`config.mk`:
```
export PLATFORM = sky130hd
export DESIGN_NAME = operand_collect_stage
export DESIGN_NICKNAME = d
export VERILOG_FILES = /design/src/rtl/operand_collect_stage.sv
export SDC_FILE = /design/constraint.sdc
export NUM_CORES = 1
export LEC_CHECK = 0
export BUFFER_PORTS_ARGS = -buffer_cell sky130_fd_sc_hd__buf_2
export CORE_MARGIN = 3
export CORE_UTILIZATION = 50
export CTS_BUF_LIST = sky130_fd_sc_hd__clkbuf_2 sky130_fd_sc_hd__clkbuf_4 sky130_fd_sc_hd__clkbuf_8
export DETAILED_ROUTE_END_ITERATION = 7
export GPL_ROUTABILITY_DRIVEN = 0
export MAX_ROUTING_LAYER = met4
export PLACE_DENSITY = 0.84
export SLEW_MARGIN = 0
export SYNTH_ARGS = -nofsm -noshare
export SYNTH_HDL_FRONTEND = slang
export SYNTH_SLANG_ARGS = --single-unit
```
`constraint.sdc`:
```
create_clock -name clk -period 2.28 [get_ports clk]
set_input_delay 0.342 -clock clk [delete_from_list [all_inputs] [get_ports clk]]
set_output_delay 0.342 -clock clk [all_outputs]
set_load 0.01 [all_outputs]
```
`src/rtl/operand_collect_stage.sv`:
```
`default_nettype none
// ============================================================================
//  Module   : operand_collect_stage
//  Purpose  : Buffers decoded instructions between decode and execute. It
//             collects register-file operands for the head entry and holds
//             each operand once it has been read without contention. The
//             head is released downstream only when every used operand is
//             available.
//  Revision : 1.0 - initial release
// ----------------------------------------------------------------------------
//  Ports
//    clk                      : clock, single domain
//    rst                      : synchronous active-high reset
//    prev_done / stall_prev   : upstream offer / stage refuses input
//    payload_in               : opaque decoded fields, passed through
//    source_index_in          : per-source register index, source i at [i*W +: W]
//    source_valid_in          : per-source "operand is used" flags
//    register_read            : read indices for the head entry (0 when empty)
//    register_read_data       : register file data, same cycle
//    register_read_contended  : per-port "data not yet valid" flags
//    flush                    : discard all buffered instructions
//    done_next / next_stall   : head offered downstream / downstream refuses
//    payload_out              : head payload (0 when empty)
//    operand_data             : head operands (captured, live or 0)
//    operand_valid            : head source_valid flags (0 when empty)
// ============================================================================
module operand_collect_stage #(
    parameter int DATA_WIDTH              = 32,
    parameter int REGISTER_INDEXING_WIDTH = 5,
    parameter int NUM_SOURCES             = 2,
    parameter int PAYLOAD_WIDTH           = 64,
    parameter int BUFFER_DEPTH            = 2
) (
    input  logic                                           clk,
    input  logic                                           rst,
    input  logic                                           prev_done,
    output logic                                           stall_prev,
    input  logic [PAYLOAD_WIDTH-1:0]                       payload_in,
    input  logic [NUM_SOURCES*REGISTER_INDEXING_WIDTH-1:0] source_index_in,
    input  logic [NUM_SOURCES-1:0]                         source_valid_in,
    output logic [NUM_SOURCES*REGISTER_INDEXING_WIDTH-1:0] register_read,
    input  logic [NUM_SOURCES*DATA_WIDTH-1:0]              register_read_data,
    input  logic [NUM_SOURCES-1:0]                         register_read_contended,
    input  logic                                           flush,
    output logic                                           done_next,
    input  logic                                           next_stall,
    output logic [PAYLOAD_WIDTH-1:0]                       payload_out,
    output logic [NUM_SOURCES*DATA_WIDTH-1:0]              operand_data,
    output logic [NUM_SOURCES-1:0]                         operand_valid
);

    localparam int c_ptr_w = $clog2(BUFFER_DEPTH);
    localparam int c_cnt_w = c_ptr_w + 1;
    localparam int c_idx_w = NUM_SOURCES * REGISTER_INDEXING_WIDTH;
    localparam int c_dat_w = NUM_SOURCES * DATA_WIDTH;
    localparam logic [c_cnt_w-1:0] c_depth = c_cnt_w'(BUFFER_DEPTH);

    // ------------------------------------------------------------------
    // State
    // ------------------------------------------------------------------
    logic [c_cnt_w-1:0]       count_q,  count_d;
    logic [c_ptr_w-1:0]       rd_ptr_q, rd_ptr_d;
    logic [c_ptr_w-1:0]       wr_ptr_q, wr_ptr_d;

    logic [PAYLOAD_WIDTH-1:0] payload_mem_q  [BUFFER_DEPTH];
    logic [PAYLOAD_WIDTH-1:0] payload_mem_d  [BUFFER_DEPTH];
    logic [c_idx_w-1:0]       index_mem_q    [BUFFER_DEPTH];
    logic [c_idx_w-1:0]       index_mem_d    [BUFFER_DEPTH];
    logic [NUM_SOURCES-1:0]   valid_mem_q    [BUFFER_DEPTH];
    logic [NUM_SOURCES-1:0]   valid_mem_d    [BUFFER_DEPTH];
    logic [NUM_SOURCES-1:0]   captured_mem_q [BUFFER_DEPTH];
    logic [NUM_SOURCES-1:0]   captured_mem_d [BUFFER_DEPTH];
    logic [c_dat_w-1:0]       data_mem_q     [BUFFER_DEPTH];
    logic [c_dat_w-1:0]       data_mem_d     [BUFFER_DEPTH];

    // ------------------------------------------------------------------
    // Head view
    // ------------------------------------------------------------------
    logic                     w_head_valid;
    logic [PAYLOAD_WIDTH-1:0] w_head_payload;
    logic [c_idx_w-1:0]       w_head_index;
    logic [NUM_SOURCES-1:0]   w_head_src_valid;
    logic [NUM_SOURCES-1:0]   w_head_captured;
    logic [c_dat_w-1:0]       w_head_data;
    logic [NUM_SOURCES-1:0]   w_src_ready;
    logic                     w_transfer_prev;
    logic                     w_transfer_next;

    assign w_head_valid     = (count_q != '0);
    assign w_head_payload   = payload_mem_q[rd_ptr_q];
    assign w_head_index     = index_mem_q[rd_ptr_q];
    assign w_head_src_valid = valid_mem_q[rd_ptr_q];
    assign w_head_captured  = captured_mem_q[rd_ptr_q];
    assign w_head_data      = data_mem_q[rd_ptr_q];

    // stall_prev uses only registered occupancy plus flush/rst, so there is
    // no combinational path from next_stall back to upstream.
    assign stall_prev      = (count_q == c_depth) || flush || rst;
    assign done_next       = w_head_valid && (&w_src_ready) && !flush;
    assign w_transfer_prev = prev_done && !stall_prev;
    assign w_transfer_next = done_next && !next_stall;

    assign payload_out   = w_head_valid ? w_head_payload   : '0;
    assign operand_valid = w_head_valid ? w_head_src_valid : '0;

    generate
        for (genvar gi = 0; gi < NUM_SOURCES; gi++) begin : g_src
            // A source is satisfied if unused, already held, or readable now.
            assign w_src_ready[gi] = !w_head_src_valid[gi]
                                   || w_head_captured[gi]
                                   || !register_read_contended[gi];

            assign register_read[gi*REGISTER_INDEXING_WIDTH +: REGISTER_INDEXING_WIDTH] =
                w_head_valid ? w_head_index[gi*REGISTER_INDEXING_WIDTH +: REGISTER_INDEXING_WIDTH]
                             : '0;

            // Held value wins over live data so a later write cannot disturb it.
            assign operand_data[gi*DATA_WIDTH +: DATA_WIDTH] =
                !w_head_valid          ? '0 :
                w_head_captured[gi]    ? w_head_data[gi*DATA_WIDTH +: DATA_WIDTH] :
                w_head_src_valid[gi]   ? register_read_data[gi*DATA_WIDTH +: DATA_WIDTH] :
                                         '0;
        end
    endgenerate

    // ------------------------------------------------------------------
    // Next-state logic
    // ------------------------------------------------------------------
    always_comb begin
        count_d        = count_q;
        rd_ptr_d       = rd_ptr_q;
        wr_ptr_d       = wr_ptr_q;
        payload_mem_d  = payload_mem_q;
        index_mem_d    = index_mem_q;
        valid_mem_d    = valid_mem_q;
        captured_mem_d = captured_mem_q;
        data_mem_d     = data_mem_q;

        if (flush) begin
            count_d  = '0;
            rd_ptr_d = '0;
            wr_ptr_d = '0;
            for (int e = 0; e < BUFFER_DEPTH; e++) begin
                captured_mem_d[e] = '0;
            end
        end else begin
            // Capture is pointless for an entry leaving this cycle.
            if (w_head_valid && !w_transfer_next) begin
                for (int i = 0; i < NUM_SOURCES; i++) begin
                    if (w_head_src_valid[i] && !w_head_captured[i]
                        && !register_read_contended[i]) begin
                        captured_mem_d[rd_ptr_q][i] = 1'b1;
                        data_mem_d[rd_ptr_q][i*DATA_WIDTH +: DATA_WIDTH] =
                            register_read_data[i*DATA_WIDTH +: DATA_WIDTH];
                    end
                end
            end

            if (w_transfer_next) begin
                captured_mem_d[rd_ptr_q] = '0;
                rd_ptr_d                 = rd_ptr_q + c_ptr_w'(1);
            end

            // The write slot never aliases the head: pushes are refused when
            // full, and an empty buffer has no head to capture into.
            if (w_transfer_prev) begin
                payload_mem_d[wr_ptr_q]  = payload_in;
                index_mem_d[wr_ptr_q]    = source_index_in;
                valid_mem_d[wr_ptr_q]    = source_valid_in;
                captured_mem_d[wr_ptr_q] = '0;
                wr_ptr_d                 = wr_ptr_q + c_ptr_w'(1);
            end

            case ({w_transfer_prev, w_transfer_next})
                2'b10:   count_d = count_q + c_cnt_w'(1);
                2'b01:   count_d = count_q - c_cnt_w'(1);
                default: count_d = count_q;
            endcase
        end
    end

    // ------------------------------------------------------------------
    // Registers
    // ------------------------------------------------------------------
    always_ff @(posedge clk) begin
        if (rst) begin
            count_q  <= '0;
            rd_ptr_q <= '0;
            wr_ptr_q <= '0;
            for (int e = 0; e < BUFFER_DEPTH; e++) begin
                payload_mem_q[e]  <= '0;
                index_mem_q[e]    <= '0;
                valid_mem_q[e]    <= '0;
                captured_mem_q[e] <= '0;
                data_mem_q[e]     <= '0;
            end
        end else begin
            count_q        <= count_d;
            rd_ptr_q       <= rd_ptr_d;
            wr_ptr_q       <= wr_ptr_d;
            payload_mem_q  <= payload_mem_d;
            index_mem_q    <= index_mem_d;
            valid_mem_q    <= valid_mem_d;
            captured_mem_q <= captured_mem_d;
            data_mem_q     <= data_mem_d;
        end
    end

endmodule
`default_nettype wire

```
* Yosys cells after proc, flatten, opt, wreduce, memory -nomap -nowiden *
Cells that the tools add are included.

storage, ports and cells
  flip-flop bits (word level) = 288
  input port bits = 147
  output and inout bits = 142
  word-level logic and storage cells = 126

operators by class
  mux-type cells = 60
  equal/unequal tests = 3
  order comparisons = 4
  $add $sub $neg = 4
  reduce and logical (&&, ||, !) cells = 33
  bitwise gates (word level) = 9

operators with widths
  kind                                                                           number
  64-bit 2-to-1 mux                                                              9
  128-bit 2-to-1 mux                                                             4
  128-bit bitwise mux                                                            3
  32-bit 2-to-1 mux                                                              7
  64-bit demux with 1-bit select                                                 3
  10-bit 2-to-1 mux                                                              4
  4-bit 2-to-1 mux                                                               9
  20-bit bitwise mux                                                             1
  2-bit 2-to-1 mux                                                               10
  1-bit logical AND                                                              11
  10-bit demux with 1-bit select                                                 1
  1-bit logical NOT                                                              10
  5-bit 2-to-1 mux                                                               2
  4-bit bitwise AND                                                              2
  2-bit demux with 1-bit select                                                  4
  4-bit inverter                                                                 2
  4-bit OR                                                                       2
  1-bit logical OR                                                               6
  2-bit AND reduction                                                            3
  4-bit bitwise mux                                                              1
  2-bit == test (second input constant)                                          2
  2-bit >= comparator (second input constant)                                    2
  2-bit by 1-bit less-than comparator with 1-bit output (second input constant)  2
  1-bit inverter with 2-bit output                                               2
  other kinds (9)                                                                11

* Logic depth before layout (Yosys ltp) *
  word-level depth = 24
  mapped depth = 8

* Least setup slack after synthesis *
Ideal clock, no wire load.

  path kind = reg2out
  from = reg rd_ptr_q
  to = out payload_out[31]
  setup slack = 375 ps
  arrival = 1,563 ps
  buffers on the path = 4
  cell stages (with the launch flop) = 7
  path through = dfxtp_1 buf_2 buf_2 buf_2 buf_2 mux2i_1 nor2_1

on the way
  longest elaborated chain between the ends = 5

RTL lines
  what                                                    line  text
  start, declared                                         62    logic [c_ptr_w-1:0] rd_ptr_q, rd_ptr_d;
  start signal, assigned                                  199   rd_ptr_q <= rd_ptr_d;
  1-bit inverter with 2-bit output (not written as such)  90    assign w_head_payload = payload_mem_q[rd_ptr_q];
  64-bit 2-to-1 mux (not written as such) (3 in series)   90
  64-bit 2-to-1 mux                                       103   assign payload_out = w_head_valid ? w_head_payload : '0;
  end, declared                                           47    output logic [PAYLOAD_WIDTH-1:0] payload_out,

No other way between the ends. The select of a mux whose other input is x is not followed.

* Worst setup path in the final report *
  from = reg rd_ptr_q
  to = out operand_data[42]

on the way
  longest elaborated chain between the ends = 7

RTL lines
  what                                                        line        text
  1-bit inverter with 2-bit output (not written as such) (*)  92, 93, 94
  2-bit 2-to-1 mux (not written as such) (3 in series)        92          assign w_head_src_valid = valid_mem_q[rd_ptr_q];
  32-bit 2-to-1 mux                                           121         w_head_src_valid[gi] ? register_read_data[gi*DATA_WIDTH +: DATA_WIDTH] :
  32-bit 2-to-1 mux (*)                                       120         w_head_captured[gi] ? w_head_data[gi*DATA_WIDTH +: DATA_WIDTH] :
  32-bit 2-to-1 mux (*)                                       119         !w_head_valid ? '0 :
  end, declared                                               48          output logic [NUM_SOURCES*DATA_WIDTH-1:0] operand_data,

Mark *: on every way between the ends. The rest lies on a longest branch, timed or not. The select of a mux whose other input is x is not followed.

==> reports/qor.txt <==
initial antenna violation count - 5
Gate Count Post-Synth - 1,601
pin count of the biggest net entering global routing - 191
vias in the first global route - 12,363
footprint of the multi-input gates - 7838 sq um
final hold violations - 0
CTS sink count - 288
cell repeated most along the worst path - buf_6
syn avg cell area - 8.512 sq um
peak supply drop - 515.3 uV
Netlist Area Pre-Place - 13,630 sq um
Die ar. - 29,270 sq um
Root Driver - clkbuf_8
startpoint types - flip-flop
final standard cell area without fillers - 17,730 sq um
final worst setup slack - -294.7 ps
Worst EP required - 1940 ps
area grow syn2layout - 30.10%
clk slew on worst S/H paths - 70 ps
1st-iter DRT viols - 997
Worst-Margin Slew - 706.6 ps
Area after DPL - 15,310 sq um
count of final setup violators - 72
met2 Use GR - 44.55%
nets - 2,031
GRT met3 Usage - 6.215%
Slew Limit Fails - 0
# port buffers - 288
CP Cell Sequence - buf_6, nand2b_4, o22ai_4, buf_6, clkbuf_16, a22oi_2, nor2_1, buf_2
core box area - 26,430 sq um
DIE HEIGHT - 171.1 um
Seq. cell area - 5773 sq um
H-tree depth - 2
Ports - 289
TritonCTS clock tree - built
synthesized flop and latch total - 288
post-layout util - 67.09%
vias per inst - 5.587
critical path data arrival time - 2230 ps
Hold Crit Class - in -> reg
Detail Route Antenna Nets - 0
top_reg_cell synth - dfxtp_1
vias post-DR - 12,633
Synth cell types - 36
register area share after synthesis - 42.31%
power density cells - 602.9 nW/um^2
GR peak layer - met2
Starting Density - 51.57%
# fillers - 2,008
EDFF count, synth - 0
relative slew slack - 52.53%
Clock Skew - 31.59 ps
yosys warns - 0
Leakage - 6.932 nW
Total Routing Usage GR - 26.24%
clock latency on the worst-skew pair - 560 ps
failing checks - negative setup slack
WL per Instance - 18.54 um
max-cap viol count - 0
Syn Nets - 1,749
total grt overflow - 0
status - complete, but fails checks
layout cells sized above 1 - 31.60%
Cell Rows - 59
Worst Setup End Kind - output port
first-pass GRT wire length - 61,330 um
CP max-delay cell - dfxtp_4
RSZ-0062 raised after global routing - true
FFs w/ async S/R, synth - 0%
Routed WL - 41,910 um
met1 usage - 30.68%
post-layout minimum cycle time - 2575 ps
Worst Path Max Fanout - 8
FMAX - 388.4 MHz
Max Root-Sink Buffers - 3
DP HPWL - 22,210 um
die span in x - 171.1 um
first-pass iteration count of the detailed router - 5
Crit Path Class - reg -> out
DRC Markers - 0
fin crit share - 112.9%
TritonCTS buffer count - 49
Worst path max stage delay - 390 ps
where the power goes:
part	switching [mW]	internal (mW)
Sequential	0.0310	5.09
Clock	2.07	2.79
Combinational	0.408	0.307
Total	2.50	8.18
timing repair:
item / 4_1_cts / 5_1_grt
hold buffers: 0 / 0
setup endpoints to repair: 76 / 173
cloned: 11 / 15
pin swaps: 17 / 57
buffers inserted: 15 / 10
gates resized for setup: 81 / 57
through the flow:
stage	cells	setup TNS [ps]	hold WS [ps]	total power [mW]	worst slack, ps
2_1_floorplan	1601	0	435.7	5.568	374.9
3_3_place_gp	2118	0	440.7	5.826	222.7
3_5_place_dp	2118	0	445.6	5.847	195.7
4_1_cts	2233	-6846	1.378	10.72	-135.1
5_1_grt	2261	-17990	9.506	11.06	-330.8
6_report	2261	-11070	33.49	10.69	-294.7
sequential cells by signal, summed over array words and instances, names as in the netlist:
signal	flops
payload_mem_q	128
rd_ptr_q	1
wr_ptr_q	1
captured_mem_q	4
index_mem_q	20
count_q	2
valid_mem_q	4
data_mem_q	128
path summary, 6_finish.rpt:
kind                          startpoint                           to  slack (ps)  cells past startpoint
max                rd_ptr_q$_SDFFE_PP0N_             operand_data[42]        -290                      8
min                   source_valid_in[0]  valid_mem_q[0]$_SDFFE_PP0P_          30                      3
max reg2reg        rd_ptr_q$_SDFFE_PP0N_  data_mem_q[66]$_SDFFE_PP0P_          10                      9
min reg2reg  index_mem_q[0]$_SDFFE_PP0P_  index_mem_q[0]$_SDFFE_PP0P_         450                      2
critical path, delay by kind of cell (launching register included):
family / cells / cell delay, ps
compound gates: 2 / 440
buf+inv: 4 / 590
flops: 1 / 390
simple gates: 2 / 240
metal layers:
layer / wire length, um / vias to the layer above / share of wire (%)
met3: 3441 / 117 / 8.2
met5: 0 / - / 0
li1: - / 5954 / -
met2: 20410 / 551 / 49
met4: 1359 / 0 / 3.2
met1: 16700 / 6011 / 40
synth_stat cells, types with 3 or more instances:
master    number  area share (%)
nand2_1      311             8.6
dfxtp_1      288              42
mux2i_1      202              15
nand2b_1     196             9.0
a21oi_1      157             5.8
nor2_1       148             4.1
clkbuf_1      90             2.5
mux2_2        66             5.5
a22oi_1       64             3.5
buf_2         25            0.92
nor3_1         7            0.26
buf_4          6            0.33
buf_1          5            0.14
a31oi_1        3            0.14
and4b_1        3            0.22
buf_6          3            0.25
kinds of logic after synthesis:
logic type / Yosys count / share of synthesized area (%)
xor gates and xnor gates: 3 / 0.1928
DFF: 288 / 42.31
adders and majority gates: 1 / 0.09180
buffers and inverters: 130 / 4.141
AOI/OAI and AO/OA: 230 / 9.769
muxes: 268 / 20.29
and+or+nand+nor: 681 / 23.21
final cells by class:
cell class / instances / area share, %
clock inverter: 6 / 0.2188
sequential: 288 / 32.56
multi-input combinational: 1188 / 44.21
tap: 335 / 2.364
inverter: 1 / 0.02117
clock buffer: 83 / 5.702
antenna: 5 / 0.07057
timing repair buffer: 355 / 14.86
layout by cell type (no fill, tap or decap), drive strengths merged:
cell type,netlist,routed
and4,2,2
inv,1,2
nor3,7,7
and4bb,2,2
a31oi,3,3
diode,0,5
or2,1,1
nor2,148,148
xor2,2,2
mux2i,202,202
mux2,66,71
o21ba,1,1
ha,1,1
o22ai,2,2
o21a,1,1
nor4b,1,1
o21ai,2,2
xnor2,1,1
buf,39,341
or3,2,2
nor3b,1,1
clkbuf,90,97
nand2b,196,196
nand2,311,311
clkinv,0,3
a21oi,157,157
a22oi,64,64
nand4b,2,2
clkinvlp,0,2
nor4,1,1
and4b,3,3
nand3,2,2
nand4,1,1
or4b,1,1
dfxtp,288,288
(Power assumes the default switching activity.)
